File: config.mk
export PLATFORM = sky130hd
export DESIGN_NAME = sram_arbiter_rr
export DESIGN_NICKNAME = d
export VERILOG_FILES = /design/src/rtl/sram_arb_pkg.sv /design/src/rtl/sram_arbiter_rr_picker.sv /design/src/rtl/sram_arbiter_rr.sv
export SDC_FILE = /design/constraint.sdc
export NUM_CORES = 1
export LEC_CHECK = 0
export CAP_MARGIN = 20
export CORE_MARGIN = 1.5
export CORE_UTILIZATION = 30
export DETAILED_ROUTE_END_ITERATION = 10
export PLACE_DENSITY = 0.69
export SYNTH_ARGS = -nofsm -noshare
export SYNTH_HDL_FRONTEND = slang
export SYNTH_SLANG_ARGS = --single-unit
File: constraint.sdc
create_clock -name Clk -period 3.6 [get_ports Clk]
set_input_delay 0.54 -clock Clk [delete_from_list [all_inputs] [get_ports Clk]]
set_output_delay 0.54 -clock Clk [all_outputs]
set_load 0.01 [all_outputs]
File: src/rtl/sram_arb_pkg.sv
// sram_arb_pkg: shared state/operation types and sizing constants
// for the round-robin SRAM arbiter.
package sram_arb_pkg;
  typedef enum logic [1:0] {IDLE, SETUP, ACCESS, DONE} state_e;
  typedef enum logic {OP_READ, OP_WRITE} op_e;
  localparam int MAX_CH = 8;
  localparam int IDX_W = 3;
  function automatic int idx_w();
    return IDX_W;
  endfunction
endpackage

File: src/rtl/sram_arbiter_rr_picker.sv
// rr_picker: combinational round-robin pick of the first request
// at or above ptr, wrapping modulo N.
module rr_picker
  import sram_arb_pkg::*;
#(
  parameter int N = 5
) (
  input  logic [N-1:0]     req,
  input  logic [IDX_W-1:0] ptr,
  output logic [IDX_W-1:0] idx,
  output logic             valid
);
  localparam int SW = IDX_W + 1;
  logic [2*N-1:0] rot;
  logic [SW-1:0] sum;
  always_comb begin
    rot = {req, req} >> ptr;
    sum = '0;
    for (int k = N - 1; k >= 0; k--)
      if (rot[k]) sum = {1'b0, ptr} + SW'(k);
    idx = IDX_W'(sum >= SW'(N) ? sum - SW'(N) : sum);
  end
  assign valid = |req;
endmodule

File: src/rtl/sram_arbiter_rr.sv
// sram_arbiter_rr: round-robin arbiter of N_CPU cores onto one async SRAM,
// with a programmable strobe width and per-channel re-request masking.
module sram_arbiter_rr
  import sram_arb_pkg::*;
#(
  parameter int N_CPU       = 5,
  parameter int ADDR_W      = 20,
  parameter int DATA_W      = 16,
  parameter int WAIT_CYCLES = 1
) (
  input  logic                    Clk,
  input  logic                    Reset,
  input  logic [N_CPU-1:0]        req_we_n,
  input  logic [N_CPU-1:0]        req_oe_n,
  input  logic [N_CPU*ADDR_W-1:0] req_addr,
  input  logic [N_CPU*DATA_W-1:0] req_data,
  input  logic [DATA_W-1:0]       sram_din,
  output logic [ADDR_W-1:0]       sram_addr,
  output logic [DATA_W-1:0]       sram_dout,
  output logic                    sram_drive,
  output logic                    sram_ce_n,
  output logic                    sram_oe_n,
  output logic                    sram_we_n,
  output logic [DATA_W-1:0]       rd_data,
  output logic [N_CPU-1:0]        req_done,
  output logic [IDX_W-1:0]        grant_id,
  output logic                    busy
);
  state_e state_q, state_d;
  op_e op_q, op_d;
  logic [IDX_W-1:0] rr_ptr_q, rr_ptr_d, grant_id_q, grant_id_d, pick;
  logic [N_CPU-1:0] mask_q, mask_d, req, hit;
  logic [ADDR_W-1:0] addr_q, addr_d, pick_addr;
  logic [DATA_W-1:0] data_q, data_d, rd_data_q, rd_data_d, pick_data;
  logic [3:0] cnt_q, cnt_d;
  logic pick_vld, pick_wr;
  assign req = (~req_we_n | ~req_oe_n) & ~mask_q;
  assign hit = N_CPU'(1) << grant_id_q;
  rr_picker #(.N(N_CPU)) u_pick (
    .req  (req),
    .ptr  (rr_ptr_q),
    .idx  (pick),
    .valid(pick_vld)
  );
  always_comb begin
    pick_addr = '0;
    pick_data = '0;
    pick_wr = 1'b0;
    for (int i = 0; i < N_CPU; i++)
      if (pick == IDX_W'(i)) begin
        pick_addr = req_addr[i*ADDR_W +: ADDR_W];
        pick_data = req_data[i*DATA_W +: DATA_W];
        pick_wr = ~req_we_n[i];
      end
  end
  always_comb begin
    state_d = state_q;
    op_d = op_q;
    rr_ptr_d = rr_ptr_q;
    grant_id_d = grant_id_q;
    addr_d = addr_q;
    data_d = data_q;
    rd_data_d = rd_data_q;
    cnt_d = cnt_q;
    // release clears the mask in every state; DONE's set below takes priority
    mask_d = mask_q & ~(req_we_n & req_oe_n);
    case (state_q)
      IDLE: if (pick_vld) begin
        state_d = SETUP;
        grant_id_d = pick;
        op_d = pick_wr ? OP_WRITE : OP_READ;
        addr_d = pick_addr;
        data_d = pick_data;
      end
      SETUP: begin
        state_d = ACCESS;
        cnt_d = 4'(WAIT_CYCLES - 1);
      end
      ACCESS: begin
        cnt_d = cnt_q - 4'd1;
        if (cnt_q == 4'd0) begin
          state_d = DONE;
          rd_data_d = op_q == OP_READ ? sram_din : rd_data_q;
        end
      end
      DONE: begin
        state_d = IDLE;
        mask_d = mask_d | hit;
        rr_ptr_d = grant_id_q == IDX_W'(N_CPU - 1) ? '0 : grant_id_q + 1'b1;
      end
    endcase
  end
  always_ff @(posedge Clk or posedge Reset)
    if (Reset) begin
      state_q <= IDLE;
      op_q <= OP_READ;
      rr_ptr_q <= '0;
      grant_id_q <= '0;
      mask_q <= '0;
      addr_q <= '0;
      data_q <= '0;
      rd_data_q <= '0;
      cnt_q <= '0;
    end else begin
      state_q <= state_d;
      op_q <= op_d;
      rr_ptr_q <= rr_ptr_d;
      grant_id_q <= grant_id_d;
      mask_q <= mask_d;
      addr_q <= addr_d;
      data_q <= data_d;
      rd_data_q <= rd_data_d;
      cnt_q <= cnt_d;
    end
  assign busy = state_q != IDLE;
  assign sram_ce_n = !(state_q == SETUP || state_q == ACCESS);
  assign sram_oe_n = !(state_q == ACCESS && op_q == OP_READ);
  assign sram_we_n = !(state_q == ACCESS && op_q == OP_WRITE);
  assign sram_drive = !sram_ce_n && op_q == OP_WRITE;
  assign sram_addr = addr_q;
  assign sram_dout = data_q;
  assign rd_data = rd_data_q;
  assign grant_id = grant_id_q;
  assign req_done = state_q == DONE ? hit : '0;
endmodule
==> run summary, run 1 <==
area occupied by multi-input gates = 3170 µm²
critical path data required time = 3.82 ns
most common cell in the synthesized netlist = dfrtp_1
Fmax = 251 MHz
startpoint types = register
largest family of logic cells by synthesized area = compound AO/OA/AOI/OAI gates
Compound-Gate Fraction of Synth Area = 0.328
crit-path cells = a21o_1 > mux4_2 > mux2i_4 > a211oi_2 > o311a_1 > inv_2 > ha_4 > nand2b_4 > and3_4 > a31oi_4 > nand4_1 > buf_4 > a2bb2oi_4 > or3_4 > buf_12 > buf_16 > o22ai_2 > a21oi_1
Post-Synth XOR/XNOR Area = 0.00190
nets@finish = 1062
area share of and/or/nand/nor cells after synthesis = 0.0929
routed len/inst = 20.9 µm
synth top area cells = dfrtp_1 38%, a221oi_1 6.7%, a22oi_1 6.0%, o22ai_1 5.4%, a21oi_1 5.2%
Max Slew Vio Count = 0
remaining antenna violation count = 0
RSZ-0062 raised after global routing = true
Ys Warns = 0
Post-Synth Adder-Cell Area = 0.0407
Core Region = 15100 µm²
Worst path top cell family by delay = compound AO/OA/AOI/OAI gates
mux cell area share after synthesis = 0.0967
worst-path fanout max = 8
CTS root buf = clkbuf_16
die area = 16100 µm²
Synth cell types = 53
Final TNS setup = -11.49 ns
first-pass iteration count of the detailed router = 5
RR Startpoint = mask_q[3]
pre-CTS WS = -0.948 ns
area leader, netlist = dfrtp_1
min-delay worst type = reg2reg
grt ovf = 0
Post-DP HPWL = 15.6 mm
vias in the first global route = 5832
Post-synth top flop = dfrtp_1
Layout Area Growth over Synthesis = 104%
pin count of the biggest net entering global routing = 38
Die W = 127 µm
initial antenna violation count = 0
post-synthesis sequential area ratio = 0.380
# rows = 45
Critical Path Source = mask_q[3]
period utilization = 1.11
Max Root-Sink Buffers = 2
Netlist Area Pre-Place = 4610 µm²
Max transition margin = 0.539
Crit-path slowest cell = mux4_2
GPL Wtd Cong = 0.920
Buf+Inv Stages, Crit Path = 4
# fillers = 1221
I/O Pins = 273
Max Cap Violations = 0
All-Layer GR Usage = 0.260
Worst-path clk slew = 0.06 ns
Mapped Avg Cell Area = 9.80 µm²
drt total wl = 21.6 mm
DR vias = 5642
post-synth top area share = 0.380
hold_sp = rd_data[9]
top cells by count, synth = 70 x dfrtp_1, 48 x a21oi_1, 40 x o22ai_1
WS Path Type = reg2reg
run status = complete, but fails checks
crit end category = register
CTS tree = done
Synth Instances = 470
total CTS buffers = 9
Tmin final = 3.99 ns
# DRC = 0
failing checks = negative setup slack
Least-Margin Pin Slew = 0.692 ns
EDFF count, synth = 0
synthesis-stage register bit count = 70
crit path DAT = 4.21 ns
port bufs = 272
Final Setup Violations = 37
die height = 127 µm
Syn Nets = 693
Worst Skew = 0.00745 ns
Slowest Stage Delay on Critical Path = 0.55 ns
initial core utilization = 0.305
ANT cells = 0
routed vias/inst = 5.47
# clock sinks = 70
first-pass GRT wire length = 31.8 mm
Clk Latency, worst-skew pair = 0.35 ns
H-tree depth = 3
share of layout cells above drive strength 1 = 0.314
register area = 1750 µm²
Hold Vio Cnt, Final = 0
Setup WS post-layout = -0.388 ns
Async S/R FF share, synth = 1.00
Initial DRC Count = 269
[cell usage in the layout (no fill, tap or decap), drive strengths merged, types with 8 or more instances in the layout]
master,n
clkdlybuf4s50,262
buf,121
dfrtp,70
a21oi,48
o22ai,40
a22oi,37
a221oi,35
nand2,23
o21ai,19
inv,18
mux2,17
ha,15
clkbuf,13
a21o,12
nor2,12
nand3,12
nor3,8
mux2i,8
[per-stage QoR]
stage / cells / hold WS [ns] / cell area, µm² / utilization
3_3_place_gp: 984 / 0.484 / 8370 / 0.554
5_1_grt: 1032 / 0.524 / 9400 / 0.623
3_5_place_dp: 984 / 0.495 / 8370 / 0.554
2_1_floorplan: 470 / 0.462 / 4850 / -
4_1_cts: 1028 / 0.508 / 9090 / 0.602
6_report: 1032 / 0.505 / 9400 / 0.623
[layout make-up]
type / instances / share of cell area
tap: 188 / 0.0250
multi-input combinational: 348 / 0.337
clock inverter: 6 / 0.00506
inverter: 17 / 0.00705
sequential: 70 / 0.186
timing repair buffer: 393 / 0.415
clock buffer: 10 / 0.0244
[worst reg2reg max path: cells and delay by family (launching register included)]
kind	cells	cell delay, ns
compound gates	7	1.10
fa+ha+maj	1	0.16
buf+inv	4	0.63
flops	1	0.41
mux	2	0.77
simple gates	4	0.80
[metal layers]
layer / vias up / track usage / wire length, µm
met1: 2774 / 0.318 / 8870
li1: 2603 / - / -
met4: 0 / 0.0956 / 535
met2: 229 / 0.456 / 11100
met5: - / 0 / 0
met3: 36 / 0.0481 / 1070
[path summary, 6_finish.rpt]
check                      cells past startpoint  slack, ns       endpoint
max reg2reg                                   18      -0.39   sram_dout[8]
min in group asynchronous                      2       0.54  sram_addr[12]
max                                           18      -0.39   sram_dout[8]
min                                            1       0.51     rd_data[9]
max in group asynchronous                      3       2.28  sram_dout[12]
min reg2reg                                    1       0.51     rd_data[9]
[cell families (layout without fill, tap and decap cells)]
kind of cell | Yosys count | count (layout)
AND/OR/NAND/NOR | 81 | 81
XOR/XNOR | 1 | 1
buffers and inverters | 52 | 426
adder cells (fa/ha/maj) | 15 | 15
flip-flops | 70 | 70
multiplexers | 32 | 32
AO/OA/AOI/OAI | 219 | 219
[state kept, by name, indices dropped and copies added, names as in the netlist]
signal	cells
cnt_q	4
grant_id	3
mask_q	5
op_q	1
rd_data	16
rr_ptr_q	3
sram_addr	20
sram_dout	16
state_q	2
[what timing repair did]
| action | CTS | global route |
|---|---|---|
| gates resized for setup | 47 | 64 |
| pin swaps | 25 | 36 |
| hold buffers | 0 | 0 |
| endpoints found under the setup margin | 39 | 38 |
| setup buffers | 24 | 6 |
| gates cloned | 5 | 0 |
Power of run 1 is not shown: default switching activity piles up to over one toggle a cycle in this logic, so the estimate is an artifact.
==> inputs of run 2 (changes only) <==
Settings changed: PLACE_DENSITY 0.69 to 0.66, SETUP_SLACK_MARGIN set to 0.05.
Clock period 3.6 ns to 5.2 ns, I/O delays scaled along.
==> run summary, run 2 (synthesis results as in run 1) <==
Largest register FFs = 20 (unchanged)
routed len/inst = 20.9 µm (-0.37%)
CTS tree = done
remaining antenna violation count = 0 (unchanged)
RSZ-0062 raised after global routing = false
min-delay worst type = reg2reg
Least-Margin Pin Slew = 0.743 ns (+0.0511 ns)
share of layout cells above drive strength 1 = 0.109 (-0.205)
Clk Latency, worst-skew pair = 0.34 ns (about the same)
Fmax = 207 MHz
initial core utilization = 0.305 (unchanged)
Die W = 127 µm (unchanged)
crit end category = register
Max Cap Violations = 0 (unchanged)
# rows = 45 (unchanged)
startpoint types = input pin
All-Layer GR Usage = 0.239 (-0.0208)
total CTS buffers = 9 (unchanged)
grt ovf = 0 (unchanged)
Setup Buffers After CTS = 0 (-100%)
initial antenna violation count = 0 (unchanged)
nets@finish = 963 (-9.3%)
CTS root buf = clkbuf_16
DR vias = 5204 (-7.8%)
Met1 Wirelength = 7.73 mm (-13%)
total power = 6940 µW
Final TNS setup = 0 ns (+11.49 ns)
period utilization = 0.928
# DRC = 0 (unchanged)
# fillers = 1375 (+13%)
Worst Skew = 0.00887 ns (+0.00142 ns)
Final Setup Violations = 0 (-100%)
top sig layer = met4
routed length on met2 = 9.87 mm (-11%)
H-tree depth = 3 (unchanged)
maximum vdd drop = 658 µV
Post-DP HPWL = 14.8 mm (-4.9%)
Layout Area Growth over Synthesis = 72.5%
I/O Pins = 273 (unchanged)
WS Path Type = in2reg
die area = 16100 µm² (unchanged)
# hold bufs at CTS = 0 (unchanged)
Max Root-Sink Buffers = 2 (unchanged)
worst-path fanout max = 28 (+20)
Initial DRC Count = 312 (+16%)
die height = 127 µm (unchanged)
Core Region = 15100 µm² (unchanged)
PwrDens = 873 nW/µm²
Max transition margin = 0.505 (-0.0341)
Slowest Stage Delay on Critical Path = 0.57 ns (+0.02 ns)
run status = finished, final reports clean
vias in the first global route = 5397 (-7.5%)
crit-path cells = clkdlybuf4s50_1 > a21o_1 > mux4_2 > mux2i_4 > a211oi_1 > o311a_1 > inv_1 > ha_1 > nand2b_1 > and3_1 > a31oi_2 > nand4_1 > a2bb2oi_2 > nor3_4 > buf_12 > a221oi_1 > a21oi_1
fin util = 0.527 (-0.0964)
ANT cells = 0 (unchanged)
# clock sinks = 70 (unchanged)
Leak = 0.00313 µW
WL met3 = 1.38 mm (+29%)
most frequent cells in the layout = 272 x clkdlybuf4s50_1, 70 x dfrtp_1, 46 x a21oi_1
GPL Wtd Cong = 0.929 (+0.98%)
first-pass iteration count of the detailed router = 5 (unchanged)
Crit-path slowest cell = mux4_2
drt total wl = 19.5 mm (-9.9%)
Worst-path clk slew = 0.06 ns (about the same)
routed vias/inst = 5.58 (+2.0%)
Max Slew Vio Count = 0 (unchanged)
commonest non-fill, non-tap cell in the layout = clkdlybuf4s50_1
crit path DAT = 5.08 ns (+0.87 ns)
critical path data required time = 5.45 ns (+1.63 ns)
port bufs = 272 (unchanged)
Tmin final = 4.83 ns
Hold Vio Cnt, Final = 0 (unchanged)
first-pass GRT wire length = 29.5 mm (-7.2%)
pin count of the biggest net entering global routing = 45 (+18%)
-- run 2: cell types whose count changed in the layout (fill, tap and decap cells not counted), sizes merged --
cell,change
clkdlybuf4s15,-7
buf,-99
inv,+2
bufinv,+2
clkinvlp,-3
clkdlybuf4s50,+10
clkbuf,-4
-- run 2: worst max-delay path, delay by kind of cell --
kind                     cells  cell delay, ns
AO/OA/AOI/OAI                7            1.50
adder cells (fa/ha/maj)      1            0.19
AND/OR/NAND/NOR              4            0.88
buffers and inverters        3            0.89
multiplexers                 2            0.80
-- run 2: metal layers --
layer	GRT usage	vias to the layer above
met5	0	-
met4	0.0755	0
met3	0.0696	44
met2	0.415	238
met1	0.284	2526
li1	-	2396
-- run 2: cell type report --
type	count	area, µm²	share of cell area
clock buffers	9	225	0.0283
clock inverters	7	105	0.0132
inverters	17	63.8	0.00803
multi-input cells	348	2620	0.329
flip-flops and latches	70	1750	0.220
well taps	188	235	0.0296
repair buffers	294	2950	0.371
-- run 2: path summary, 6_finish.rpt --
check,to,cells past startpoint,start,slack [ns]
max reg2reg,sram_dout[2],16,rr_ptr_q[1],0.85
min in group asynchronous,rd_data[4],2,Reset,0.83
max,sram_dout[2],17,req_we_n[3],0.37
max in group asynchronous,rd_data[1],3,Reset,3.30
min reg2reg,rd_data[13],1,rd_data[13],0.51
min,rd_data[13],1,rd_data[13],0.51
-- run 2: stage by stage --
stage / setup WS, ns / cell area (µm²) / hold WS [ns] / std cells
global route: 0.0580 / 7950 / 0.526 / 933
global placement: 0.176 / 7600 / 0.484 / 917
detailed placement: 0.00925 / 7600 / 0.491 / 917
floorplan: 0.861 / 4610 / 0.462 / 470
finish: 0.372 / 7950 / 0.509 / 933
CTS: 0.389 / 7940 / 0.513 / 933
-- run 2: what timing repair did --
action / CTS / global route
setup endpoints to repair: 0 / 18
gates resized for setup: 0 / 3
endpoints found under the hold margin: 0 / 0
-- run 2: power breakdown --
group,switching (µW),internal [µW]
sequential,180,848
clock,276,428
combinational,2910,2300
Power figures use the tool's default switching activity.
